<file path="src/rtl/ffn_pipe.sv">
// Elastic WIDTH x DEPTH register pipeline with valid/ready handshake, bubble collapse,
// synchronous flush and occupancy count. Optional scan chain when FFN_SCAN_EN is defined.
module ffn_pipe #(
  parameter int WIDTH = 8,
  parameter int DEPTH = 4,
  localparam int OCC_W = $clog2(DEPTH + 1)
) (
  input  logic             CK,
  input  logic             RN,
  input  logic             IN_VALID,
  output logic             IN_READY,
  input  logic [WIDTH-1:0] D,
  output logic             OUT_VALID,
  input  logic             OUT_READY,
  output logic [WIDTH-1:0] Q,
  input  logic             FLUSH,
  output logic [OCC_W-1:0] OCC
`ifdef FFN_SCAN_EN
  ,
  input  logic             SE,
  input  logic             SI,
  output logic             SO
`endif
);

  logic [DEPTH-1:0] v;
  logic [WIDTH-1:0] r [DEPTH];
  logic [OCC_W-1:0] occ_q;

  logic [DEPTH-1:0] adv;
  logic             tail_full;
  logic [DEPTH:0]   vin;
  logic [WIDTH-1:0] din [DEPTH];
  logic [DEPTH-1:0] v_d;
  logic [WIDTH-1:0] r_d [DEPTH];
  logic [DEPTH-1:0] r_en;
  logic             scan_mode;

  function automatic logic [OCC_W-1:0] popcnt(input logic [DEPTH-1:0] x);
    logic [OCC_W-1:0] c;
    c = '0;
    for (int i = 0; i < DEPTH; i++) c = c + OCC_W'(x[i]);
    return c;
  endfunction

  // adv[i] is true when some stage at or after i is empty, or the output drains
  always_comb begin
    tail_full = 1'b1;
    adv = '0;
    for (int i = DEPTH - 1; i >= 0; i--) begin
      tail_full = tail_full & v[i];
      adv[i] = ~tail_full | OUT_READY;
    end
  end

  assign vin = {v, IN_VALID};

  always_comb begin
    din[0] = D;
    for (int i = 1; i < DEPTH; i++) din[i] = r[i-1];
  end

`ifdef FFN_SCAN_EN
  localparam int NCH = DEPTH * (WIDTH + 1);
  logic [NCH-1:0] ch;
  logic [NCH-1:0] ch_sh;

  always_comb begin
    ch = '0;
    for (int i = 0; i < DEPTH; i++) begin
      ch[i*(WIDTH+1)] = v[i];
      ch[i*(WIDTH+1)+1 +: WIDTH] = r[i];
    end
  end

  assign ch_sh     = {ch[NCH-2:0], SI};
  assign SO        = ch[NCH-1];
  assign scan_mode = SE;
`else
  assign scan_mode = 1'b0;
`endif

  always_comb begin
    v_d  = v;
    r_en = '0;
    for (int i = 0; i < DEPTH; i++) begin
      r_d[i] = din[i];
      if (adv[i]) v_d[i] = vin[i];
      // data only moves with a valid word, and flush leaves data untouched
      r_en[i] = adv[i] & vin[i] & ~FLUSH;
    end
    if (FLUSH) v_d = '0;
`ifdef FFN_SCAN_EN
    if (SE) begin
      for (int i = 0; i < DEPTH; i++) begin
        v_d[i] = ch_sh[i*(WIDTH+1)];
        r_d[i] = ch_sh[i*(WIDTH+1)+1 +: WIDTH];
      end
      r_en = '1;
    end
`endif
  end

  always_ff @(posedge CK or negedge RN) begin
    if (!RN) begin
      v     <= '0;
      occ_q <= '0;
      for (int i = 0; i < DEPTH; i++) r[i] <= '0;
    end else begin
      v     <= v_d;
      occ_q <= popcnt(v_d);
      for (int i = 0; i < DEPTH; i++) begin
        if (r_en[i]) r[i] <= r_d[i];
      end
    end
  end

  assign IN_READY  = adv[0] & ~scan_mode;
  assign OUT_VALID = v[DEPTH-1] & ~scan_mode;
  assign Q         = r[DEPTH-1];
  assign OCC       = occ_q;

endmodule

</file>
<file path="config.mk">
export PLATFORM = sky130hd
export DESIGN_NAME = ffn_pipe
export DESIGN_NICKNAME = d
export VERILOG_FILES = /design/src/rtl/ffn_pipe.sv
export SDC_FILE = /design/constraint.sdc
export NUM_CORES = 1
export LEC_CHECK = 0
export BUFFER_PORTS_ARGS = -buffer_cell sky130_fd_sc_hd__buf_4
export CAP_MARGIN = 30
export CORE_MARGIN = 2
export CORE_UTILIZATION = 58
export DETAILED_ROUTE_END_ITERATION = 16
export PLACE_DENSITY = 0.81
export SLEW_MARGIN = 20
export SYNTH_ARGS = -nofsm -noshare
export SYNTH_HDL_FRONTEND = slang
export SYNTH_SLANG_ARGS = --single-unit
</file>
<file path="constraint.sdc">
create_clock -name CK -period 4.2 [get_ports CK]
set_input_delay 0.21 -clock CK [delete_from_list [all_inputs] [get_ports CK]]
set_output_delay 0.21 -clock CK [all_outputs]
set_load 0.05 [all_outputs]
</file>
==> run summary, run 1 <==
STA classifies the critical path startpoint as a flop. The cell-internal power is approximately 700 µW. The count of yosys warnings during synthesis came out at 0. The headroom to the max-slew limit came out at a little under three fifths. The die span in y came out at 56.05 µm. The final wirelength is approximately 2400 µm. Setup repair after global routing left no endpoint under its margin. The critical path is of the flop to flop type. The number of buffers created by CTS is 5. The final setup violation count came out at 0. The clock passes through at most 2 buffers.

The total power divided by cell area came out at approximately 560 mW/mm². The setup skew after layout is 3.879 ps. The switching share of power is about a third. The first global-routing pass estimated roughly 4000 µm of wire. The setup total negative slack is 0 ps.

The relative area change from synthesis to final layout is 17.36%. The number of placed I/O pins is 26. Across the run, the number of max-cap violations was 0.

The static leakage is about 0.9 nW. VDD sags by at most around 0.42 mV. The post-synthesis simple-gate area fraction is ~5.7%. The weighted congestion at the end of routability-driven global placement is between 0.7 and 0.8. The top cell types in the final layout, fill and taps aside, are sky130_fd_sc_hd__dfrtp_1 (39), sky130_fd_sc_hd__buf_4 (25), sky130_fd_sc_hd__mux2_2 (24), sky130_fd_sc_hd__mux2_4 (8), sky130_fd_sc_hd__nor2_1 (6). The detailed-route via count came out at ~850.

The transition time at the pin with the least slew margin came out at between 600 and 700 ps. In this run the horizontal extent of the chip is between 50 and 60 µm. In this run the worst path has a maximum fanout of 5.

Detailed placement ended at an HPWL of 1773 µm. The per-instance average area after synthesis is between 15 and 20 µm². The total clock sinks came out at 39.

The number of inserted filler cells in the final layout came out at 181. Global routing consumed, over all layers together, between 10% and 20% of the routing resources. The H-tree depth reported by CTS is 2. The leading cell type in the layout, fill and taps excluded is sky130_fd_sc_hd__dfrtp_1. The number of DRC violations after detailed routing is 0.

Summing the areas of all compound-gate instances in the mapped netlist gives 1.831% of the synthesized area. The type of the worst min-delay path is input port to flop. The initial antenna violation count came out at 0. The main combinational cell family by area after synthesis is multiplexers. The share of total power dissipated in combinational logic is ~28%. The depth of the worst register-to-register path is 7. The count of input and output buffers is 25.

The share of total power in sequential cells is about half. The sequential fraction of the synthesis area is approximately 62%. The number of different library cells used by synthesis comes to 20. The period utilization came out at 53.83%. For the worst setup path, the data arrival time is ~2500 ps. The total net switching power came out at 327.9 µW. The floorplan has 18 rows.

The count of cells resized by post-cts repair came out at 0. The final routed wire length divided by cell count is ~15 µm. Entering global routing, the biggest net connects 40 pins. The first-iteration detailed-routing DRC count came out at 10. The synthesized instance count is 100.

The area enclosed by the die boundary is 0.003142 mm². The post-synthesis share of cell area spent on xor and xnor gates came out at 0%. The initial cell density of the core came out at around 62%. The flow ran to the end, and the final reports show no timing, DRC or antenna violations. TritonCTS built the clock tree. Summing every instance area after synthesis gives roughly 0.0016 mm². The worst path required time is approximately 4400 ps.

The core region is approximately 0.0025 mm². The net count after synthesis came out at roughly 120. The total global routing overflow came out at 0. At the later pin of the worst-skew pair, clock insertion delay measures between 300 and 400 ps. The adder and majority cell fraction of the synthesized area came out at under 10%. Measured against the total synthesized area, the mux share comes to between 20% and 30%.

The number of flip-flops and latches in the synthesized netlist is 39. The number of antenna diodes in the final layout is 0. Before antenna repair, the detailed router went through 4 iterations.

The net total in the final layout came out at around 150. The CTS clock-pin slew for the worst setup and hold paths is between 100 and 150 ps. The post-route antenna net violation count came out at 0. At the end of the flow the core is filled with cells to 73.12%. The worst path in the final design needs a cycle of between 2000 and 2500 ps, including I/O delays and setup. The endpoint type of the worst setup path is a flop. The via count of the first global-routing pass is roughly 850. In this run the clock root is driven by a sky130_fd_sc_hd__clkbuf_4. Derived from the worst setup path, the maximum achievable clock frequency is about 0.44 GHz.

The via density per instance came out at approximately 5.3. The number of max-slew violations in the final report is 0. The clock network accounts for about a fifth of the total power. The number of stages on the worst hold path came out at 2. The number of hold-slack violations in the final timing report is 0.

The fraction of layout instances using a drive strength above 1 came out at a little over half.
## cell usage after synthesis
cell | instances | share of area, %
sky130_fd_sc_hd__buf_6 | 2 | 1.4
sky130_fd_sc_hd__inv_1 | 3 | 0.72
sky130_fd_sc_hd__dfrtp_1 | 39 | 62
sky130_fd_sc_hd__a211o_2 | 1 | 0.64
sky130_fd_sc_hd__nand2_1 | 1 | 0.24
sky130_fd_sc_hd__fa_1 | 1 | 1.3
sky130_fd_sc_hd__mux2_4 | 8 | 7.6
sky130_fd_sc_hd__ha_1 | 2 | 1.6
sky130_fd_sc_hd__buf_2 | 1 | 0.32
sky130_fd_sc_hd__or3b_1 | 1 | 0.56
sky130_fd_sc_hd__nor2b_1 | 1 | 0.40
sky130_fd_sc_hd__nor2_1 | 6 | 1.4
sky130_fd_sc_hd__nor3b_2 | 1 | 0.80
sky130_fd_sc_hd__clkbuf_1 | 1 | 0.24
sky130_fd_sc_hd__a21oi_2 | 1 | 0.56
sky130_fd_sc_hd__a21oi_1 | 2 | 0.64
sky130_fd_sc_hd__nand2b_1 | 1 | 0.40
sky130_fd_sc_hd__mux2_2 | 24 | 17
sky130_fd_sc_hd__or2_2 | 3 | 1.2
sky130_fd_sc_hd__and4b_1 | 1 | 0.64
## registers in the layout, summed over array words and instances (netlist names)
| register | count |
|---|---|
| OCC | 3 |
| Q | 8 |
| din | 24 |
| v | 4 |
## kinds of logic after synthesis
| group | Yosys count |
|---|---|
| buffers and inverters | 7 |
| DFF | 39 |
| muxes | 32 |
| adders and majority gates | 3 |
| AOI/OAI and AO/OA | 4 |
| and+or+nand+nor | 15 |
## cell type report
type,instances,area [µm²],share of cell area (%)
clock buffer,8,68.82,3.731
inverter,3,11.26,0.6106
multi-input combinational,54,553.0,29.99
sequential,39,975.9,52.92
tap,30,37.54,2.035
timing repair buffer,26,197.7,10.72
## per-stage QoR
step | setup slack, ps | power (mW) | hold slack (ps) | std cells | instance area, µm²
detailed placement | 1964 | 0.8324 | 194.6 | 151 | 1765
CTS | 1949 | 1.040 | 91.55 | 160 | 1844
floorplan | 1743 | 0.7317 | -85.59 | 100 | 1572
global placement | 2035 | 0.8122 | 188.3 | 151 | 1765
global route | 1817 | 1.083 | 80.62 | 160 | 1844
finish | 1939 | 1.031 | 100.0 | 160 | 1844
## per-layer routing
metal / GRT usage [%] / share of wire, % / up-vias
li1: - / - / 401
met1: 21.84 / 46 / 419
met2: 26.89 / 48 / 23
met3: 4.884 / 5.3 / 2
met4: 7.143 / 0.80 / 0
met5: 0 / 0 / -
## power groups by stage
stage | Sequential, mW | Combinational (mW) | Clock (mW)
6_report | 0.526 | 0.294 | 0.210
5_1_grt | 0.539 | 0.311 | 0.233
4_1_cts | 0.527 | 0.298 | 0.215
3_5_place_dp | 0.536 | 0.297 | 0
3_3_place_gp | 0.525 | 0.287 | 0
2_1_floorplan | 0.624 | 0.108 | 0
## what timing repair did
item                                   in CTS  in global routing
endpoints found under the hold margin      39                  0
buffers inserted                            0                  0
hold buffers                                1                  0
## path summary, 6_finish.rpt
check                      slack [ps]  endpoint    start
hold / removal                    100   din[21]     D[5]
hold reg to reg                   510    din[9]  din[17]
max in group asynchronous        3510      Q[6]       RN
setup reg to reg                 1940    OCC[1]     v[2]
setup / recovery                 1940    OCC[1]     v[2]
min in group asynchronous         370      Q[5]       RN
## worst max-delay path, stage by stage, from the launching register on
cell and delay, ps:
sky130_fd_sc_hd__dfrtp_1 420, sky130_fd_sc_hd__and4b_1 310, sky130_fd_sc_hd__a21oi_1 110, sky130_fd_sc_hd__or2_2 300, sky130_fd_sc_hd__fa_1 530, sky130_fd_sc_hd__inv_1 40, sky130_fd_sc_hd__ha_1 170, sky130_fd_sc_hd__ha_1 270
(Power assumes the default switching activity.)
==> inputs of run 2 (changes only) <==
--- a/config.mk
+++ b/config.mk
@@ -8,9 +8,9 @@
 export BUFFER_PORTS_ARGS = -buffer_cell sky130_fd_sc_hd__buf_4
 export CAP_MARGIN = 30
 export CORE_MARGIN = 2
-export CORE_UTILIZATION = 58
+export CORE_UTILIZATION = 54
 export DETAILED_ROUTE_END_ITERATION = 16
-export PLACE_DENSITY = 0.81
+export PLACE_DENSITY = 0.76
 export SLEW_MARGIN = 20
 export SYNTH_ARGS = -nofsm -noshare
 export SYNTH_HDL_FRONTEND = slang
==> constraint.sdc (replaced) <==
create_clock -name CK -period 2.3 [get_ports CK]
set_input_delay 0.115 -clock CK [delete_from_list [all_inputs] [get_ports CK]]
set_output_delay 0.115 -clock CK [all_outputs]
set_load 0.05 [all_outputs]
==> run 2 against run 1 <==
Against the previous run:
- die area rose by 6.9%
- combinational power rose by 85%
- register-to-register slack got worse by 1800 ps
- flip-flop and latch count did not move
- final cell count rose by 6.3%
- power rose by 79%
- first-iteration DRC count fell by 30%
==> run summary, run 2 (synthesis gave the netlist of run 1 again) <==
The timing startpoint of the critical path is v[1] (was v[2]). The largest fanout on the critical path was 5 (unchanged). The total global routing overflow is 0 (unchanged).

The worst hold margin came to 13.60 ps (was 100.0 ps). The H-tree depth reported by CTS is 2 (unchanged). The pin count of the biggest net entering global routing came out at 40 (unchanged).

Run status: completed (unchanged). The transition time at the pin with the least slew margin came out at 621.8 ps (was 648.0 ps). The maximum resistive drop on vdd came to 0.7132 mV (was 0.4163 mV). The overall die width came out at 57.95 µm (was 56.05 µm). The routing layer with the top usage in global route is met2 (unchanged). The clock tree from TritonCTS was yes (unchanged). The clock period minus final worst setup slack was 2171 ps (was 2261 ps). Most frequent cells in the layout: sky130_fd_sc_hd__dfrtp_1 (38), sky130_fd_sc_hd__buf_4 (27), sky130_fd_sc_hd__mux2_2 (24), sky130_fd_sc_hd__mux2_4 (8), sky130_fd_sc_hd__dlygate4sd3_1 (8) (was sky130_fd_sc_hd__dfrtp_1 (39), sky130_fd_sc_hd__buf_4 (25), sky130_fd_sc_hd__mux2_2 (24), sky130_fd_sc_hd__mux2_4 (8), sky130_fd_sc_hd__nor2_1 (6)).

The internal reg-to-reg setup slack is 130 ps (was 1940 ps). The period utilization is 94.40% (was 53.83%). The setup skew after layout is 8.679 ps (was 3.879 ps). The initial cell density of the core is 56.99% (was 62.30%).

The global-route usage over all layers was 15.51% (was 16.94%). The number of max-slew violations in the final report is 0 (unchanged). The post-route total power came out at 1.849 mW (was 1.031 mW).

The total iterations of the first detailed-routing run is 4 (unchanged). The met1 track demand over resource came out at 20.00% (was 21.84%). The detailed-route via count came out at 892 (was 845). The startpoint type of the worst setup path is a flop (unchanged). The number of DRC violations after detailed routing came out at 0 (unchanged). The count of max-cap constraint violations is 0 (unchanged). The final setup violation count is 0 (unchanged). The headroom to the max-slew limit was 58.37% (was 56.61%). The post-route antenna net violation count is 0 (unchanged). The area inside the core boundary came out at 0.002758 mm² (was 0.002522 mm²).

The number of hold-slack violations in the final timing report is 0 (unchanged). The static leakage is 0.9473 nW (was 0.9120 nW). The initial antenna violation count came out at 0 (unchanged). The worst setup path category is flop to flop (unchanged). The first-iteration detailed-routing DRC count was 7 (was 10). The worst path required time came to 2510 ps (was 4420 ps). The count of input and output buffers is 25 (unchanged). The HPWL after detailed placement was 1715 µm (was 1773 µm). The via density per instance is 5.247 (was 5.281). The relative area change from synthesis to final layout came out at 22.61% (was 17.36%). The total clock sinks came to 39 (unchanged). The library cell used as clock root buffer is sky130_fd_sc_hd__clkbuf_4 (unchanged). The origin of the worst min-delay path is D[4] (was D[5]). The die span in y came out at 57.95 µm (was 56.05 µm). The highest attainable clock frequency is 0.4606 GHz (was 0.4424 GHz). The total power divided by cell area was 959.6 mW/mm² (was 558.9 mW/mm²). The number of placed I/O pins came out at 26 (unchanged). The net total in the final layout is 154 (was 145).

The endpoint type of the worst setup path is a flop (unchanged). The number of flip-flops in the largest register is 24 (unchanged). The fraction of layout instances using a drive strength above 1 is 53.24% (was 53.85%). The launching point of the worst reg2reg path is v[1] (was v[2]). The weighted congestion at the end of routability-driven global placement is 0.8236 (was 0.7145). The met3 demand-to-capacity share in global routing came out at 3.795% (was 4.884%). RSZ-0062 raised after global routing: no (unchanged). The via count of the first global-routing pass came out at 853 (was 852). The antenna diode count was 0 (unchanged). The area enclosed by the die boundary came out at 0.003358 mm² (was 0.003142 mm²).

The final routed wire length divided by cell count came to 14.02 µm (was 14.81 µm). The first-pass GRT wire length came out at 3836 µm (was 4002 µm). The leading cell type in the layout, fill and taps excluded is sky130_fd_sc_hd__dfrtp_1 (unchanged). The setup total negative slack came to 0 ps (unchanged).

The number of placement rows came out at 19 (was 18). The insertion delay to the later sink of the worst-skew pair came to 330 ps (about the same). The CTS clock-pin slew for the worst setup and hold paths came out at 110 ps (about the same).

The deepest clock path buffer count came out at 2 (unchanged). The met2 global-route usage is 24.68% (was 26.89%). The type of the worst min-delay path is input port to flop (unchanged).

The final wirelength is 2383 µm (was 2370 µm). The worst endpoint data arrival time is 2380 ps (was 2480 ps). The number of buffers created by CTS is 5 (unchanged).
-- run 2: cell types whose count changed in the layout (fill, tap and decap cells not counted), sizes merged --
cell / change
buf: +2
clkinv: +1
dlygate4sd3: +7
clkbuf: -1
-- run 2: worst paths after layout --
kind	end	cells past startpoint
setup / recovery	OCC[1]	7
hold / removal	din[20]	2
setup reg to reg	OCC[1]	7
hold reg to reg	din[7]	1
max in group asynchronous	v[3]	2
min in group asynchronous	Q[3]	2
-- run 2: routing by layer --
metal / up-vias / wire length [µm]
met5: - / 0
li1: 416 / -
met3: 7 / 94
met1: 444 / 1061
met4: 0 / 42
met2: 25 / 1184
-- run 2: timing repair --
action / CTS / global route
hold endpoints to repair: 41 / 6
hold buffers: 3 / 5
endpoints found under the setup margin: 0 / 1
buffers inserted: 0 / 2
resized for setup: 0 / 1
-- run 2: worst max-delay path, cell delays in order (launching register included) --
cell,delay (ps)
sky130_fd_sc_hd__dfrtp_1,390
sky130_fd_sc_hd__and4b_2,300
sky130_fd_sc_hd__nor2_1,80
sky130_fd_sc_hd__or2_2,300
sky130_fd_sc_hd__fa_1,500
sky130_fd_sc_hd__inv_1,40
sky130_fd_sc_hd__ha_1,170
sky130_fd_sc_hd__ha_1,270
-- run 2: layout make-up --
| type | count | area, µm² |
|---|---|---|
| Clock buffer | 7 | 55.05 |
| Clock inverter | 1 | 5.005 |
| Fill cell | 184 | 830.8 |
| Inverter | 3 | 11.26 |
| Multi-Input combinational cell | 54 | 556.8 |
| Sequential cell | 39 | 977.2 |
| Tap cell | 31 | 38.79 |
| Timing Repair Buffer | 35 | 282.8 |
-- run 2: power breakdown --
group / switching [mW] / total (mW) / internal, mW
registers: 0.0951 / 0.956 / 0.861
clock network: 0.200 / 0.348 / 0.148
logic: 0.293 / 0.545 / 0.251
total: 0.588 / 1.85 / 1.26
-- run 2: metrics by stage --
| step | cells | cell area, µm² | setup WS (ps) | utilization (%) |
|---|---|---|---|---|
| after global routing | 170 | 1927 | 15.39 | 69.87 |
| after CTS | 163 | 1861 | 65.44 | 67.47 |
| final | 170 | 1927 | 128.8 | 69.87 |
| after floorplan | 100 | 1575 | 45.97 | - |
| after detailed placement | 152 | 1770 | 101.7 | 64.20 |
| after global placement | 152 | 1770 | 193.6 | 64.20 |
==> inputs of run 3 (changes only) <==
--- a/config.mk
+++ b/config.mk
@@ -11,6 +11,7 @@
 export CORE_UTILIZATION = 54
 export DETAILED_ROUTE_END_ITERATION = 16
 export PLACE_DENSITY = 0.76
+export REMOVE_ABC_BUFFERS = 1
 export SLEW_MARGIN = 20
 export SYNTH_ARGS = -nofsm -noshare
 export SYNTH_HDL_FRONTEND = slang
==> run 3 against run 2 <==
Against the previous run:
- core utilization rose by 0.91 points
- sequential share of layout area shrank 0.71 points
- clock power up 36%
- first-iteration DRC count increased by 71%
- flip-flop and latch count is the same
- highest routed layer unchanged
==> run summary, run 3 (synthesis gave the netlist of run 1 again) <==
The area inside the core boundary is 0.002758 mm² (unchanged). The deepest clock path buffer count came out at 2 (unchanged). The global-route usage over all layers came out at 17.19% (was 15.51%). The net total in the final layout came out at 154 (unchanged). The library cell used as clock root buffer is sky130_fd_sc_hd__clkbuf_4 (unchanged). The worst-case setup slack after placement came to 72.67 ps (was 101.7 ps). The largest fanout on the critical path came to 5 (unchanged).

The highest attainable clock frequency came out at 0.4569 GHz (was 0.4606 GHz). The number of hold-slack violations in the final timing report is 0 (unchanged). The number of placement rows came out at 19 (unchanged).

The met2 global-route usage came to 27.60% (was 24.68%). The fraction of layout instances using a drive strength above 1 came out at 52.52% (was 53.24%). The detailed-route via count is 874 (was 892). The setup skew after layout came out at 9.154 ps (was 8.679 ps).

The instance area after placement came out at 0.001767 mm² (was 0.001770 mm²). The met1 track demand over resource is 20.42% (was 20.00%). Run status: completed (unchanged).

The worst endpoint data arrival time came to 2420 ps (was 2380 ps). The final setup violation count came to 0 (unchanged). The worst setup path category is flop to flop (unchanged). The cell area after layout came to 0.001952 mm² (was 0.001927 mm²). The overall die width came out at 57.95 µm (unchanged). The worst path required time is 2540 ps (was 2510 ps).

The slack of the critical path came out at 111.3 ps (was 128.8 ps). The insertion delay to the later sink of the worst-skew pair came out at 350 ps (was 330 ps). The via count of the first global-routing pass is 866 (was 853). The clock tree from TritonCTS is yes (unchanged). The CTS clock-pin slew for the worst setup and hold paths is 110 ps (about the same). The total power divided by cell area is 1012 mW/mm² (was 959.6 mW/mm²). The initial antenna violation count came out at 0 (unchanged). The internal reg-to-reg setup slack is 110 ps (was 130 ps). The count of input and output buffers came out at 25 (unchanged). The fraction of the core area covered by cells at the end of the flow is 70.78% (was 69.87%). The first-iteration detailed-routing DRC count came out at 12 (was 7). The number of DRC violations after detailed routing came out at 0 (unchanged). The count of max-cap constraint violations came out at 0 (unchanged). The total iterations of the first detailed-routing run is 4 (unchanged).

The met3 demand-to-capacity share in global routing came out at 5.357% (was 3.795%). The area enclosed by the die boundary came out at 0.003358 mm² (unchanged). The post-route antenna net violation count is 0 (unchanged). The relative area change from synthesis to final layout came out at 24.20% (was 22.61%). The via density per instance came out at 5.141 (was 5.247).

The number of placed I/O pins came out at 26 (unchanged). The total global routing overflow came to 0 (unchanged). The total clock sinks came out at 39 (unchanged). The routing layer with the top usage in global route is met2 (unchanged).

Most frequent cells in the layout: sky130_fd_sc_hd__dfrtp_1 (39), sky130_fd_sc_hd__buf_4 (26), sky130_fd_sc_hd__mux2_2 (24), sky130_fd_sc_hd__dlygate4sd3_1 (9), sky130_fd_sc_hd__mux2_4 (8) (was sky130_fd_sc_hd__dfrtp_1 (38), sky130_fd_sc_hd__buf_4 (27), sky130_fd_sc_hd__mux2_2 (24), sky130_fd_sc_hd__mux2_4 (8), sky130_fd_sc_hd__dlygate4sd3_1 (8)). The final wirelength is 2378 µm (was 2383 µm). The die span in y is 57.95 µm (unchanged).

The transition time at the pin with the least slew margin came out at 636.5 ps (was 621.8 ps). The H-tree depth reported by CTS came out at 2 (unchanged). The final routed wire length divided by cell count came out at 13.99 µm (was 14.02 µm). The number of flip-flops in the largest register came out at 24 (unchanged). The clock period minus final worst setup slack came to 2189 ps (was 2171 ps). The startpoint type of the worst setup path was a flop (unchanged). The weighted congestion at the end of routability-driven global placement came out at 0.8104 (was 0.8236). The initial cell density of the core was 56.99% (unchanged). The static leakage was 0.9598 nW (was 0.9473 nW). The headroom to the max-slew limit came out at 57.38% (was 58.37%). The type of the worst min-delay path is input port to flop (unchanged). The first-pass GRT wire length came to 4050 µm (was 3836 µm). The antenna diode count came out at 0 (unchanged). The leading cell type in the layout, fill and taps excluded was sky130_fd_sc_hd__dfrtp_1 (unchanged).

The period utilization came out at 95.16% (was 94.40%). The number of buffers created by CTS came out at 5 (unchanged). The setup total negative slack is 0 ps (unchanged). The number of inserted filler cells in the final layout came out at 189 (was 184). RSZ-0062 raised after global routing: no (unchanged). The pin count of the biggest net entering global routing came out at 40 (unchanged). The endpoint type of the worst setup path is a flop (unchanged). The HPWL after detailed placement is 1725 µm (was 1715 µm). The maximum resistive drop on vdd is 0.7743 mV (was 0.7132 mV). The number of max-slew violations in the final report came out at 0 (unchanged). The worst hold margin is 13.46 ps (was 13.60 ps).
==> run 3: changes by cell type in the layout (fill, tap and decap cells not counted), sizes merged <==
cell,change
buf,-1
bufinv,+1
clkbuf,-1
dlygate4sd3,+1
==> run 3: layout make-up <==
class	instances	area [µm²]	area share [%]
clock buffers	6	51.30	2.628
clock inverters	2	35.03	1.795
inverters	3	11.26	0.5769
multi-input cells	54	554.3	28.40
flip-flops and latches	39	975.9	50.00
well taps	31	38.79	1.987
repair buffers	35	285.3	14.62
==> run 3: path summary, 6_finish.rpt <==
check                       start      end  cells past startpoint
max                          v[2]   OCC[1]                      7
min reg2reg                din[5]   din[5]                      1
min in group asynchronous      RN  din[13]                      2
max in group asynchronous      RN   din[5]                      2
min                          D[3]  din[19]                      2
max reg2reg                  v[2]   OCC[1]                      7
==> run 3: stage by stage <==
step           power (mW)  cells
6_report            1.974    170
4_1_cts             1.998    169
2_1_floorplan       1.333     96
3_3_place_gp        1.485    152
3_5_place_dp        1.512    152
5_1_grt             2.071    170
==> run 3: what timing repair did <==
item                                    CTS  global route
hold buffers                              9             0
endpoints found under the hold margin    49             0
gates resized for setup                   0             1
setup buffers                             0             1
endpoints found under the setup margin    0             1
==> run 3: where the power goes <==
group | switching, mW | total (mW) | internal (mW)
Sequential | 0.0947 | 0.955 | 0.861
Combinational | 0.294 | 0.545 | 0.251
Clock | 0.217 | 0.474 | 0.257
Total | 0.605 | 1.97 | 1.37
==> run 3: per-layer routing <==
layer  up-vias  routed length (µm)
li1        425                   -
met1       420                1057
met2        22                1130
met3         7                 126
met4         0                  63
met5         -                   0
==> run 3: critical path, cell delays in order (launching register included) <==
cell	delay (ps)
sky130_fd_sc_hd__dfrtp_1	390
sky130_fd_sc_hd__and4b_2	300
sky130_fd_sc_hd__a21oi_1	90
sky130_fd_sc_hd__or2_2	300
sky130_fd_sc_hd__fa_1	530
sky130_fd_sc_hd__inv_1	40
sky130_fd_sc_hd__ha_1	170
sky130_fd_sc_hd__ha_1	270
